File: config.mk
export PLATFORM = sky130hd
export DESIGN_NAME = hex_pixel_shader
export DESIGN_NICKNAME = d
export VERILOG_FILES = /design/src/rtl/hex_pixel_shader.sv
export SDC_FILE = /design/constraint.sdc
export NUM_CORES = 1
export LEC_CHECK = 0
export CAP_MARGIN = 20
export CORE_AREA = 2 2 129 131
export CTS_BUF_LIST = sky130_fd_sc_hd__clkbuf_2
export CTS_CLUSTER_SIZE = 8
export DETAILED_ROUTE_END_ITERATION = 12
export DIE_AREA = 0 0 131 133
export DONT_BUFFER_PORTS = 1
export HOLD_SLACK_MARGIN = 0.12
export PLACE_DENSITY_LB_ADDON = 0.05
export SLEW_MARGIN = 20
export SYNTH_ARGS = -nofsm -noshare
export SYNTH_HDL_FRONTEND = slang
export SYNTH_SLANG_ARGS = --single-unit
File: constraint.sdc
create_clock -name clk -period 4.4 [get_ports clk]
set_clock_uncertainty 0.2 [all_clocks]
set_input_delay 0.22 -clock clk [delete_from_list [all_inputs] [get_ports clk]]
set_output_delay 0.22 -clock clk [all_outputs]
set_load 0.005 [all_outputs]
File: src/rtl/hex_pixel_shader.sv
// hex_pixel_shader: two-stage pixel classifier for the hexagonal tunnel view.
// Takes the sector/radius of each pixel from the cartesian-to-hex converter and
// produces a 2-bit class for the palette stage. It also owns the six lane walls,
// which move inward once per frame, the world rotation counter and the player
// collision detector.
// Optional build macro HEX_PULSE_EN: adds a beat toggle that flips every 16
// frames and widens the effective centre radius by 4 while it is set.
module hex_pixel_shader #(
    parameter logic [9:0] CENTRE_R = 10'd24,
    parameter logic [9:0] WALL_W   = 10'd12,
    parameter logic [9:0] SPEED    = 10'd2,
    parameter logic [7:0] ROT_DIV  = 8'd30,
    parameter logic [9:0] PLAYER_R = 10'd8
) (
    input  logic       clk,
    input  logic       rst_n,
    input  logic       frame_start,
    input  logic       pix_valid,
    input  logic [2:0] quadrant,
    input  logic [9:0] radius,
    input  logic       wall_we,
    input  logic [2:0] wall_lane,
    input  logic [9:0] wall_radius,
    input  logic [2:0] player_lane,
    output logic [1:0] pix_class,
    output logic       pix_valid_out,
    output logic [2:0] rot,
    output logic       collision
);

    // (a + b) mod 6 for operands in 0..7; results above 5 only arise for
    // out-of-range inputs, which are always masked elsewhere.
    function automatic logic [2:0] lane_add(input logic [2:0] a, input logic [2:0] b);
        logic [3:0] s;
        s = {1'b0, a} + {1'b0, b};
        if (s >= 4'd6) begin
            s = s - 4'd6;
        end
        return s[2:0];
    endfunction

    // Wall, rotation and pipeline state
    logic [5:0]       wall_act_reg;
    logic [5:0][9:0]  wall_r_reg;
    logic [5:0]       wall_act_next;
    logic [5:0][9:0]  wall_r_next;
    logic [2:0]       rot_reg;
    logic [2:0]       rot_next;
    logic [7:0]       rot_cnt_reg;
    logic [7:0]       rot_cnt_next;
    logic             collision_reg;
    logic             collision_next;

    logic [2:0]       s1_lane_reg;
    logic [9:0]       s1_radius_reg;
    logic             s1_valid_reg;
    logic             s1_bad_reg;
    logic [1:0]       class_reg;
    logic [1:0]       class_next;
    logic             valid2_reg;

    logic [9:0]       centre_eff;   // centre radius for the current frame
    logic [9:0]       centre_next;  // centre radius after this cycle's frame update

`ifdef HEX_PULSE_EN
    logic [3:0] beat_cnt_reg;
    logic       beat_reg;
    logic       beat_next;

    assign beat_next   = (frame_start && (beat_cnt_reg == 4'd15)) ? ~beat_reg : beat_reg;
    assign centre_eff  = beat_reg  ? (CENTRE_R + 10'd4) : CENTRE_R;
    assign centre_next = beat_next ? (CENTRE_R + 10'd4) : CENTRE_R;

    // Beat toggle: flips after every 16th frame_start
    always_ff @(posedge clk or negedge rst_n) begin
        if (!rst_n) begin
            beat_cnt_reg <= 4'd0;
            beat_reg     <= 1'b0;
        end else begin
            if (frame_start) begin
                beat_cnt_reg <= beat_cnt_reg + 4'd1;
            end
            beat_reg <= beat_next;
        end
    end
`else
    assign centre_eff  = CENTRE_R;
    assign centre_next = CENTRE_R;
`endif

    // Per-lane next wall state. A load on the lane overrides the frame move,
    // so a wall spawned on a frame boundary starts at exactly wall_radius.
    // Deactivation compares against the plain centre radius, never the pulsed one.
    for (genvar gi = 0; gi < 6; gi++) begin : g_lane
        logic [10:0] dec;
        logic        load_hit;
        logic        dies;

        assign dec      = {1'b0, wall_r_reg[gi]} - {1'b0, SPEED};
        assign load_hit = wall_we && (wall_lane == 3'(gi));
        assign dies     = $signed(dec) <= $signed({1'b0, CENTRE_R});

        assign wall_act_next[gi] = load_hit ? 1'b1 :
                                   (frame_start && wall_act_reg[gi] && dies) ? 1'b0 :
                                   wall_act_reg[gi];
        assign wall_r_next[gi]   = load_hit ? wall_radius :
                                   (frame_start && wall_act_reg[gi] && !dies) ? dec[9:0] :
                                   wall_r_reg[gi];
    end

    // Rotation: advance one sector every ROT_DIV frames, wrapping 5 -> 0
    always_comb begin
        rot_next     = rot_reg;
        rot_cnt_next = rot_cnt_reg;
        if (frame_start) begin
            if (rot_cnt_reg == (ROT_DIV - 8'd1)) begin
                rot_cnt_next = 8'd0;
                rot_next     = (rot_reg == 3'd5) ? 3'd0 : rot_reg + 3'd1;
            end else begin
                rot_cnt_next = rot_cnt_reg + 8'd1;
            end
        end
    end

    // Collision is judged on the post-update walls and rotation, so the pulse
    // lands in the cycle right after frame_start.
    logic [2:0] player_world;
    assign player_world = lane_add(player_lane, rot_next);

    always_comb begin
        collision_next = 1'b0;
        if (frame_start && (player_lane <= 3'd5)) begin
            collision_next = wall_act_next[player_world] &&
                             (wall_r_next[player_world] <= (centre_next + PLAYER_R));
        end
    end

    // Stage-2 classification from the stage-1 registers and live wall state
    logic [9:0]  lane_r;
    logic        lane_act;
    logic [10:0] lane_hi;

    assign lane_r   = wall_r_reg[s1_lane_reg];
    assign lane_act = wall_act_reg[s1_lane_reg];
    assign lane_hi  = {1'b0, lane_r} + {1'b0, WALL_W};

    always_comb begin
        class_next = 2'd0;
        if (s1_radius_reg < centre_eff) begin
            class_next = 2'd3;
        end else if (s1_bad_reg) begin
            class_next = 2'd0;
        end else if (lane_act && (s1_radius_reg >= lane_r) && ({1'b0, s1_radius_reg} < lane_hi)) begin
            class_next = 2'd2;
        end else begin
            class_next = {1'b0, s1_lane_reg[0]};
        end
    end

    // Pixel pipeline: stage 1 maps to the world lane, stage 2 holds the class
    always_ff @(posedge clk or negedge rst_n) begin
        if (!rst_n) begin
            s1_lane_reg   <= 3'd0;
            s1_radius_reg <= 10'd0;
            s1_valid_reg  <= 1'b0;
            s1_bad_reg    <= 1'b0;
            class_reg     <= 2'd0;
            valid2_reg    <= 1'b0;
        end else begin
            s1_lane_reg   <= lane_add(quadrant, rot_reg);
            s1_radius_reg <= radius;
            s1_valid_reg  <= pix_valid;
            s1_bad_reg    <= (quadrant > 3'd5);
            class_reg     <= class_next;
            valid2_reg    <= s1_valid_reg;
        end
    end

    // Game state: walls, rotation and the collision pulse
    always_ff @(posedge clk or negedge rst_n) begin
        if (!rst_n) begin
            wall_act_reg  <= 6'd0;
            wall_r_reg    <= '0;
            rot_reg       <= 3'd0;
            rot_cnt_reg   <= 8'd0;
            collision_reg <= 1'b0;
        end else begin
            wall_act_reg  <= wall_act_next;
            wall_r_reg    <= wall_r_next;
            rot_reg       <= rot_next;
            rot_cnt_reg   <= rot_cnt_next;
            collision_reg <= collision_next;
        end
    end

    assign pix_class     = class_reg;
    assign pix_valid_out = valid2_reg;
    assign rot           = rot_reg;
    assign collision     = collision_reg;

endmodule

* Yosys cells after proc, flatten, opt, wreduce, memory -nomap -nowiden
Index checks and enable logic that the tools add are counted.
W data, S select, Z words.
** Word-level totals
- Logic and storage cells :: 129
- Input port bits :: 34
- Output and inout bits :: 7
- Register bits :: 96
** Cells by class
- Equality and inequality tests :: 7
- Muxes and demuxes :: 42
- Reduce and logical (&&, ||, !) cells :: 35
- Magnitude comparators :: 16
- Add/subtract/negate cells :: 13
** Operators with widths (number)
- $mux W10 :: 14
- $le A11 B6 Y1 const B :: 6
- $sub A10 B2 Y11 const B :: 6
- $bmux W10 S3 :: 2
- $logic_and A1 B1 Y1 :: 28
- $mux W1 :: 15
- $mux W3 :: 5
- $add A10 B4 Y11 const B :: 1
- $lt A10 B11 Y1 :: 1
- $ge A10 B10 Y1 :: 1
- $le A10 B6 Y1 const B :: 1
- $lt A10 B5 Y1 const B :: 1
- $eq A3 B3 Y1 const B :: 3
- $add A3 B3 Y4 :: 2
- $add A8 B1 Y8 const B :: 1
- $eq A8 B5 Y1 const B :: 1
- $ge A4 B3 Y1 const B :: 2
- $lt A3 B4 Y1 const B :: 2
- $mux W8 :: 1
- $bmux W1 S3 :: 2
- $eq A3 B2 Y1 const B :: 2
- $logic_not A1 Y1 :: 6
- $mux W2 :: 3
- $sub A3 B3 Y3 const B :: 2
- other kinds (5) :: 5

* Depth between registers and ports, before layout
Gate-level depths: netlist of the first run.
- Word-level depth :: 12
- Depth in mapped cells :: 18

* Worst setup path before layout of the first run
Ideal clock, no wire load.
- Path type :: register to register
- Start :: register s1_lane_reg[0]
- End :: register class_reg[1] (netlist: pix_class[1])
- Arrival time :: 3.919 ns
- Path buffers :: 3
- Cell stages (with the launch flop) :: 17
- Slack :: 0.215 ns
- Data required time :: 4.134 ns
- Path through :: dfrtp_1 > clkbuf_1 > clkbuf_1 > buf_1 > mux4_2 > a21oi_1 > ha_1 > nand2b_1 > a21oi_1 > o21a_1 > o21a_1 > o21a_1 > o211ai_1 > a21o_1 > a32oi_1 > or4_1 > nand2_1
** On the way
- Word-level cells in the longest chain between the ends :: 8
- Elaborated cells between the ends (all ways) :: 12
- Classes of those cells :: add/sub: 1; order compare: 2; mux: 7; reduce/logical: 2
** Ends and longest elaborated chain
- start: declaration :: RTL line 54 : logic [2:0] s1_lane_reg;
- start signal: assignment :: RTL line 170 : s1_lane_reg <= lane_add(quadrant, rot_reg);
- $bmux W10 S3 :: RTL line 143 : assign lane_r = wall_r_reg[s1_lane_reg];
- $mux W10 (implied by the code) :: RTL line 143
- $add A10 B4 Y11 / $ge A10 B10 Y1 (equally long branches) :: RTL line 145, 153
- $lt A10 B11 Y1 / $logic_and A1 B1 Y1 (equally long branches) :: RTL line 153 : end else if (lane_act && (s1_radius_reg >= lane_r) && ({1'b0, s1_radius_reg} < lane_hi)) begin
- $logic_and A1 B1 Y1 (*) :: RTL line 153
- $mux W2 (*) :: RTL line 153
- $mux W2 (*) :: RTL line 151 : end else if (s1_bad_reg) begin
- $mux W2 (*) :: RTL line 149 : if (s1_radius_reg < centre_eff) begin
- net class_next[1] :: RTL line 59 : logic [1:0] class_next;
- end signal: assignment :: RTL line 174 : class_reg <= class_next;
- end: declaration :: RTL line 58 : logic [1:0] class_reg;
Mark *: on every way through the listed nets, which the timed path passes. The rest lies on a longest branch. The select of a mux whose other input is x is not followed.
A chain may end at the register's enable or synchronous reset.

* Worst setup path after layout of the first run
- Start :: register wall_r_reg[1] (netlist name)
- End :: register collision_reg (netlist: collision)
** On the way
- Word-level cells in the longest chain between the ends :: 11
- Elaborated cells between the ends (all ways) :: 16
- Classes of those cells :: add/sub: 1; order compare: 2; mux: 9; reduce/logical: 4
** Ends and longest elaborated chain
- start: declaration :: RTL line 44 : logic [5:0][9:0] wall_r_reg;
- start signal: assignment :: RTL line 189 : wall_r_reg <= wall_r_next;
- $sub A10 B2 Y11 :: RTL line 99 : assign dec = {1'b0, wall_r_reg[gi]} - {1'b0, SPEED};
- $le A11 B6 Y1 :: RTL line 101 : assign dies = $signed(dec) <= $signed({1'b0, CENTRE_R});
- $logic_not A1 Y1 :: RTL line 107 : (frame_start && wall_act_reg[gi] && !dies) ? dec[9:0] :
- $logic_and A1 B1 Y1 :: RTL line 107
- $mux W10 :: RTL line 107
- $mux W10 :: RTL line 106 : assign wall_r_next[gi] = load_hit ? wall_radius :
- $bmux W10 S3 :: RTL line 134 : (wall_r_next[player_world] <= (centre_next + PLAYER_R));
- $mux W10 (implied by the code) :: RTL line 134
- $le A10 B6 Y1 :: RTL line 134
- $logic_and A1 B1 Y1 (*) :: RTL line 133 : collision_next = wall_act_next[player_world] &&
- $mux W1 (*) :: RTL line 132 : if (frame_start && (player_lane <= 3'd5)) begin
- net collision_next :: RTL line 52 : logic collision_next;
- end signal: assignment :: RTL line 192 : collision_reg <= collision_next;
- end: declaration :: RTL line 51 : logic collision_reg;
Marks and branches as above.

==> metrics, run 1 <==
status=completed; crit path buf inv count=1; antenna violations before repair=2; routed vias=6737; Peak Freq=237.9 MHz; Maximum Capacitance Violations=0; crit path from=wall_r_reg[1]$_DFF_PN0_; share of cells above drive strength 1=0.07616; Die Ht=133 um; period utilization=0.9555; Max rail drop VDD=0.2455 mV; most common cell after layout, fill and taps aside=nand2_1; chip width=131 um; Worst Setup End Kind=flip-flop; worst skew pair latency=640 ps; post-route ant nets=0; final setup fails=0; routed len/inst=21.05 um; met1 Usage GRT=0.4139; crit path kind=flip-flop to flip-flop; Via density=5.973; most used routing layer=met2; post-route core utilization=0.5235; GR Util met2=0.4361; Final Power=0.005303 W; IO Count=41; Worst EP required=4770 ps; final WL=23740 um; core area=16170 um^2; R2R Path Start=wall_r_reg[1]$_DFF_PN0_; Yosys Warn Count=0; Pwr per Cell Area=626.5 nW/um^2; Slowest cell on crit path=or4_1; Seq cells post-synth=96; CTS Root Buffer Type=clkbuf_2; clock buffer depth=2; Hold Vio Cnt, Final=0; CTS clk-pin slew, worst paths=290 ps; fin crit period=4204 ps; CTS sink cnt=96; first-pass GRT wire length=37130 um; RD Place Congestion=0.9106; commonest non-fill, non-tap cells in the layout=nand2_1 (100), dfrtp_1 (95), dlygate4sd3_1 (86); vias in the first global route=6565; CP cell instances=inv_1 -> ha_1 -> or4bb_1 -> o32a_1 -> a32oi_4 -> a21oi_2 -> mux2_4 -> or4_1 -> a221oi_2 -> o32ai_1 -> a211oi_2; post-DP HPWL=16910 um; die footprint=17420 um^2; Mapped Cells=822; GRT Util Overall=0.2834; Startpoint Class=flip-flop; largest net degree at the start of global routing=97; Buffers on Ports=0; Synth cell types=78; syn nets=891; Seq/Total Area, Yosys=0.3369; area grow syn2layout=18.72%; std cell rows=47; Placed Cells=1021; Slew @ Worst Pin=984.2 ps; Starting Density=0.4409; CTS tree=yes; drt first pass iters=5; Slew HR=0.3414; worst hold path type=flip-flop to flip-flop; DR iter-0 viols=496; M3 GR Usage=0.03356; Fin Setup TNS=0 ps; Congestion Overflow GR=0; cell area after synthesis=7131 um^2; HP Start=s1_valid_reg$_DFF_PN0_; Post-Layout Cell Count=1128; CP peak stage delay=550 ps; ys async rst share=1.000; Post-synth top flop=dfrtp_1; max reg flops=60; crit path max fanout=8; post-route DRC violation count=0; CP top delay family=compound AO/OA/AOI/OAI gates; arrival time worst endpoint=4580 ps; Slew Limit Fails=0; htree depth=3; TritonCTS Buffers=9; syn avg cell area=8.675 um^2; Lkg Pwr=3.419 nW; EDFF count, synth=0; Nets=970
[area by class of cell]
class	count	area [um^2]
antenna	2	5.005
clock buffer	11	55.05
clock inverter	5	57.56
fill	1503	7706
inverter	36	135.1
multi-input combinational	653	4491
sequential	96	2404
tap	220	275.3
timing repair buffer	105	1044
[path summary, 6_finish.rpt]
| kind | slack (ps) | depth (start not counted) | end |
|---|---|---|---|
| hold / removal | 190 | 0 | pix_valid_out$_DFF_PN0_ |
| setup reg to reg | 200 | 11 | collision$_DFF_PN0_ |
| hold reg to reg | 190 | 0 | pix_valid_out$_DFF_PN0_ |
| setup / recovery | 200 | 11 | collision$_DFF_PN0_ |
| max in group asynchronous | 2920 | 4 | wall_r_reg[5]$_DFF_PN0_ |
| min in group asynchronous | 690 | 4 | wall_r_reg[19]$_DFF_PN0_ |
[power by group]
part / internal (W) / total, W / switching (W)
clock network: 0.000134 / 0.000454 / 0.000320
registers: 0.00119 / 0.00178 / 0.000591
logic: 0.00145 / 0.00307 / 0.00162
total: 0.00277 / 0.00530 / 0.00253
[logic make-up after synthesis]
group                      count (synthesis)  synth area share
AOI/OAI and AO/OA                        194            0.1830
adders and majority gates                 35           0.06352
muxes                                     37           0.07264
and+or+nand+nor                          338            0.2451
buffers and inverters                     73           0.03860
DFF                                       96            0.3369
xor gates and xnor gates                  49           0.06019
[layer usage]
layer / vias up / share of wire
li1: 3185 / -
met1: 3300 / 0.46
met2: 221 / 0.46
met3: 31 / 0.059
met4: 0 / 0.025
met5: - / 0
[metrics by stage]
step	cell area, um^2	setup WS, ps	hold WS, ps
6_report	8466	195.7	186.3
5_1_grt	8466	-36.23	196.3
4_1_cts	8419	0.04219	157.9
3_5_place_dp	7391	97.04	-270.0
3_3_place_gp	7391	403.4	-271.9
2_1_floorplan	7131	214.8	-275.6
[cell usage after synthesis, types with 5 or more instances]
library cell / n / share of area
mux2i_1: 21 / 0.029
a21o_1: 14 / 0.015
nor3_1: 26 / 0.018
a211oi_1: 6 / 0.0063
a2111oi_0: 5 / 0.0061
nand2b_1: 14 / 0.012
and2_1: 9 / 0.0079
xor2_1: 13 / 0.016
a21oi_1: 40 / 0.028
or2_1: 5 / 0.0044
o21a_1: 7 / 0.0074
inv_1: 33 / 0.017
clkbuf_1: 35 / 0.018
nand3_1: 16 / 0.011
nand4_1: 10 / 0.0088
ha_1: 33 / 0.058
nand2_1: 100 / 0.053
o211ai_1: 9 / 0.0095
nor4_1: 20 / 0.018
or4_1: 11 / 0.012
o21ai_1: 15 / 0.011
dfrtp_1: 96 / 0.34
or3_1: 20 / 0.018
a31oi_1: 6 / 0.0053
and3_1: 8 / 0.0070
mux4_2: 11 / 0.035
xnor2_1: 36 / 0.044
nor2_1: 63 / 0.033
nor2b_1: 6 / 0.0053
o31ai_1: 6 / 0.0063
o21ai_0: 43 / 0.030
[timing repair]
item                                   CTS  global route
setup buffers                            0             1
endpoints found under the hold margin  189             0
setup endpoints to repair                0             1
resized for setup                        0             8
hold buffers                            88             0
Note: power is estimated with default switching activity, not from simulation.
==> run 2: changes to the inputs <==
--- a/config.mk
+++ b/config.mk
@@ -14,6 +14,7 @@
 export DONT_BUFFER_PORTS = 1
 export HOLD_SLACK_MARGIN = 0.12
 export PLACE_DENSITY_LB_ADDON = 0.05
+export RECOVER_POWER = 100
 export SLEW_MARGIN = 20
 export SYNTH_ARGS = -nofsm -noshare
 export SYNTH_HDL_FRONTEND = slang
==> run 2 against run 1 <==
The flow now finishes with violations (capacitance limit, slew limit); clock-buffer cell count unchanged; critical endpoint unchanged; final cell count about the same; final area decreased by 0.49%; fmax increased by 1.0%; critical path depth unchanged; largest cell class unchanged; non-clock buffer count unchanged; sequential share of layout area increased by 0.14 points.
==> metrics, run 2 (synthesis gave the netlist of run 1 again) <==
Placed Cells=1021; R2R Path Start=wall_r_reg[1]$_DFF_PN0_; std cell rows=47; commonest non-fill, non-tap cells in the layout=nand2_1 (100), dfrtp_1 (95), dlygate4sd3_1 (86); Maximum Capacitance Violations=1; post-route DRC violation count=0; pre-CTS setup slack=97.04 ps; final setup margin=238.0 ps; worst-case reg-to-reg path depth=11; DR iter-0 viols=574; most common cell after layout, fill and taps aside=nand2_1; worst hold path type=flip-flop to flip-flop; post-route core utilization=0.5209; routed len/inst=20.99 um; CTS clk-pin slew, worst paths=280 ps; final WL=23700 um; Max rail drop VDD=0.2465 mV; Net Sw Power=0.002527 W; CTS Root Buffer Type=clkbuf_2; final setup fails=0; antenna violations before repair=2; core area=16170 um^2; Worst Hold Depth=0; arrival time worst endpoint=4540 ps; IO Count=41; largest net degree at the start of global routing=97; Slew Limit Fails=97; Combinational Power Share=0.578; Buffers on Ports=0; Slew HR=-0.6657; Startpoint Class=flip-flop; Worst Setup End Kind=flip-flop; area grow syn2layout=18.14%; chip width=131 um; Sequential Power Share=0.336; GRT Util Overall=0.2834; crit path from=wall_r_reg[1]$_DFF_PN0_; TritonCTS Buffers=9; Die Ht=133 um; routed vias=6697; Congestion Overflow GR=0; Filler cells=1508; Post-Layout Cell Count=1129; crit path kind=flip-flop to flip-flop; Lkg Pwr=3.397 nW; max reg flops=60; fin crit period=4162 ps; Hold Vio Cnt, Final=0; drt first pass iters=5; post-DP HPWL=16910 um; Starting Density=0.4409; Pwr per Cell Area=627.8 nW/um^2; Via density=5.932; Slew @ Worst Pin=2499 ps; vias in the first global route=6565; RD Place Congestion=0.9106; switching part of the total power=0.4778; clock buffer depth=2; failing checks=capacitance limit, slew limit; Worst EP required=4780 ps; Nets=970; post-route ant nets=0; first-pass GRT wire length=37130 um; die footprint=17420 um^2; Clock power frac=0.086; Pint=0.002762 W; CTS tree=yes; period utilization=0.9459; Peak Freq=240.3 MHz; CTS sink cnt=96; crit path max fanout=8; status=finished with violations; worst skew pair latency=630 ps; share of cells above drive strength 1=0.07395; htree depth=3; HP Start=s1_valid_reg$_DFF_PN0_
run 2: cell types whose count changed in the layout (fill, tap and decap cells not counted):
cell	delta
clkbuf_2	+1
diode_2	+1
buf_4	-1
clkbuf_1	+1
buf_16	-2
and2_1	-1
and2_0	+1
clkdlybuf4s25_1	+1
run 2: metrics by stage:
stage,instance area [um^2],hold WS [ps],power (W),TNS [ps]
finish,8424,186.2,0.005289,0
global route,8422,196.3,0.005702,-35.48
CTS,8419,157.9,0.005249,0
detailed placement,7391,-270.0,0.004552,0
global placement,7391,-271.9,0.004525,0
floorplan,7131,-275.6,0.003702,0
run 2: what timing repair did:
item                                    CTS  global route
setup buffers                             0             1
endpoints found under the setup margin    0             1
hold buffers                             88             0
endpoints found under the hold margin   189             0
resized for setup                         0             8
run 2: worst paths after layout:
kind | slack [ps] | endpoint
min in group asynchronous | 1680 | wall_r_reg[54]$_DFF_PN0_
hold reg to reg | 190 | pix_valid_out$_DFF_PN0_
setup reg to reg | 240 | collision$_DFF_PN0_
max in group asynchronous | 760 | rot_cnt_reg[0]$_DFFE_PN0P_
setup / recovery | 240 | collision$_DFF_PN0_
hold / removal | 190 | pix_valid_out$_DFF_PN0_
run 2: per-layer routing:
layer  vias up  GRT usage  routed length (um)
met2       201     0.4361               10960
met3        31    0.03356                1405
met5         -          0                   0
met1      3277     0.4139               10750
met4         0    0.09279                 586
li1       3188          -                   -
run 2: worst max-delay path, cell delays in order (launching register included):
cell and delay (ps):
dfrtp_1 520, inv_1 120, ha_1 290, or4bb_1 530, o32a_1 340, a32oi_4 370
a21oi_2 110, mux2_4 320, or4_1 550, a221oi_2 340, o32ai_1 160, a211oi_2 250
run 2: power by group through the flow:
stage	combinational [W]	clock (W)	sequential [W]
after floorplan	0.00225	0	0.00145
after global placement	0.00276	0	0.00177
after detailed placement	0.00278	0	0.00178
after CTS	0.00303	0.000466	0.00176
after global routing	0.00338	0.000493	0.00183
final	0.00306	0.000454	0.00178
run 2: layout make-up:
cell class	count	area, um^2	share of cell area
flip-flops and latches	96	2404	0.2853
well taps	220	275.3	0.03267
diodes	3	7.507	0.0008911
multi-input cells	653	4491	0.5330
inverters	36	135.1	0.01604
repair buffers	105	999.7	0.1187
clock buffers	11	55.05	0.006535
clock inverters	5	57.56	0.006832
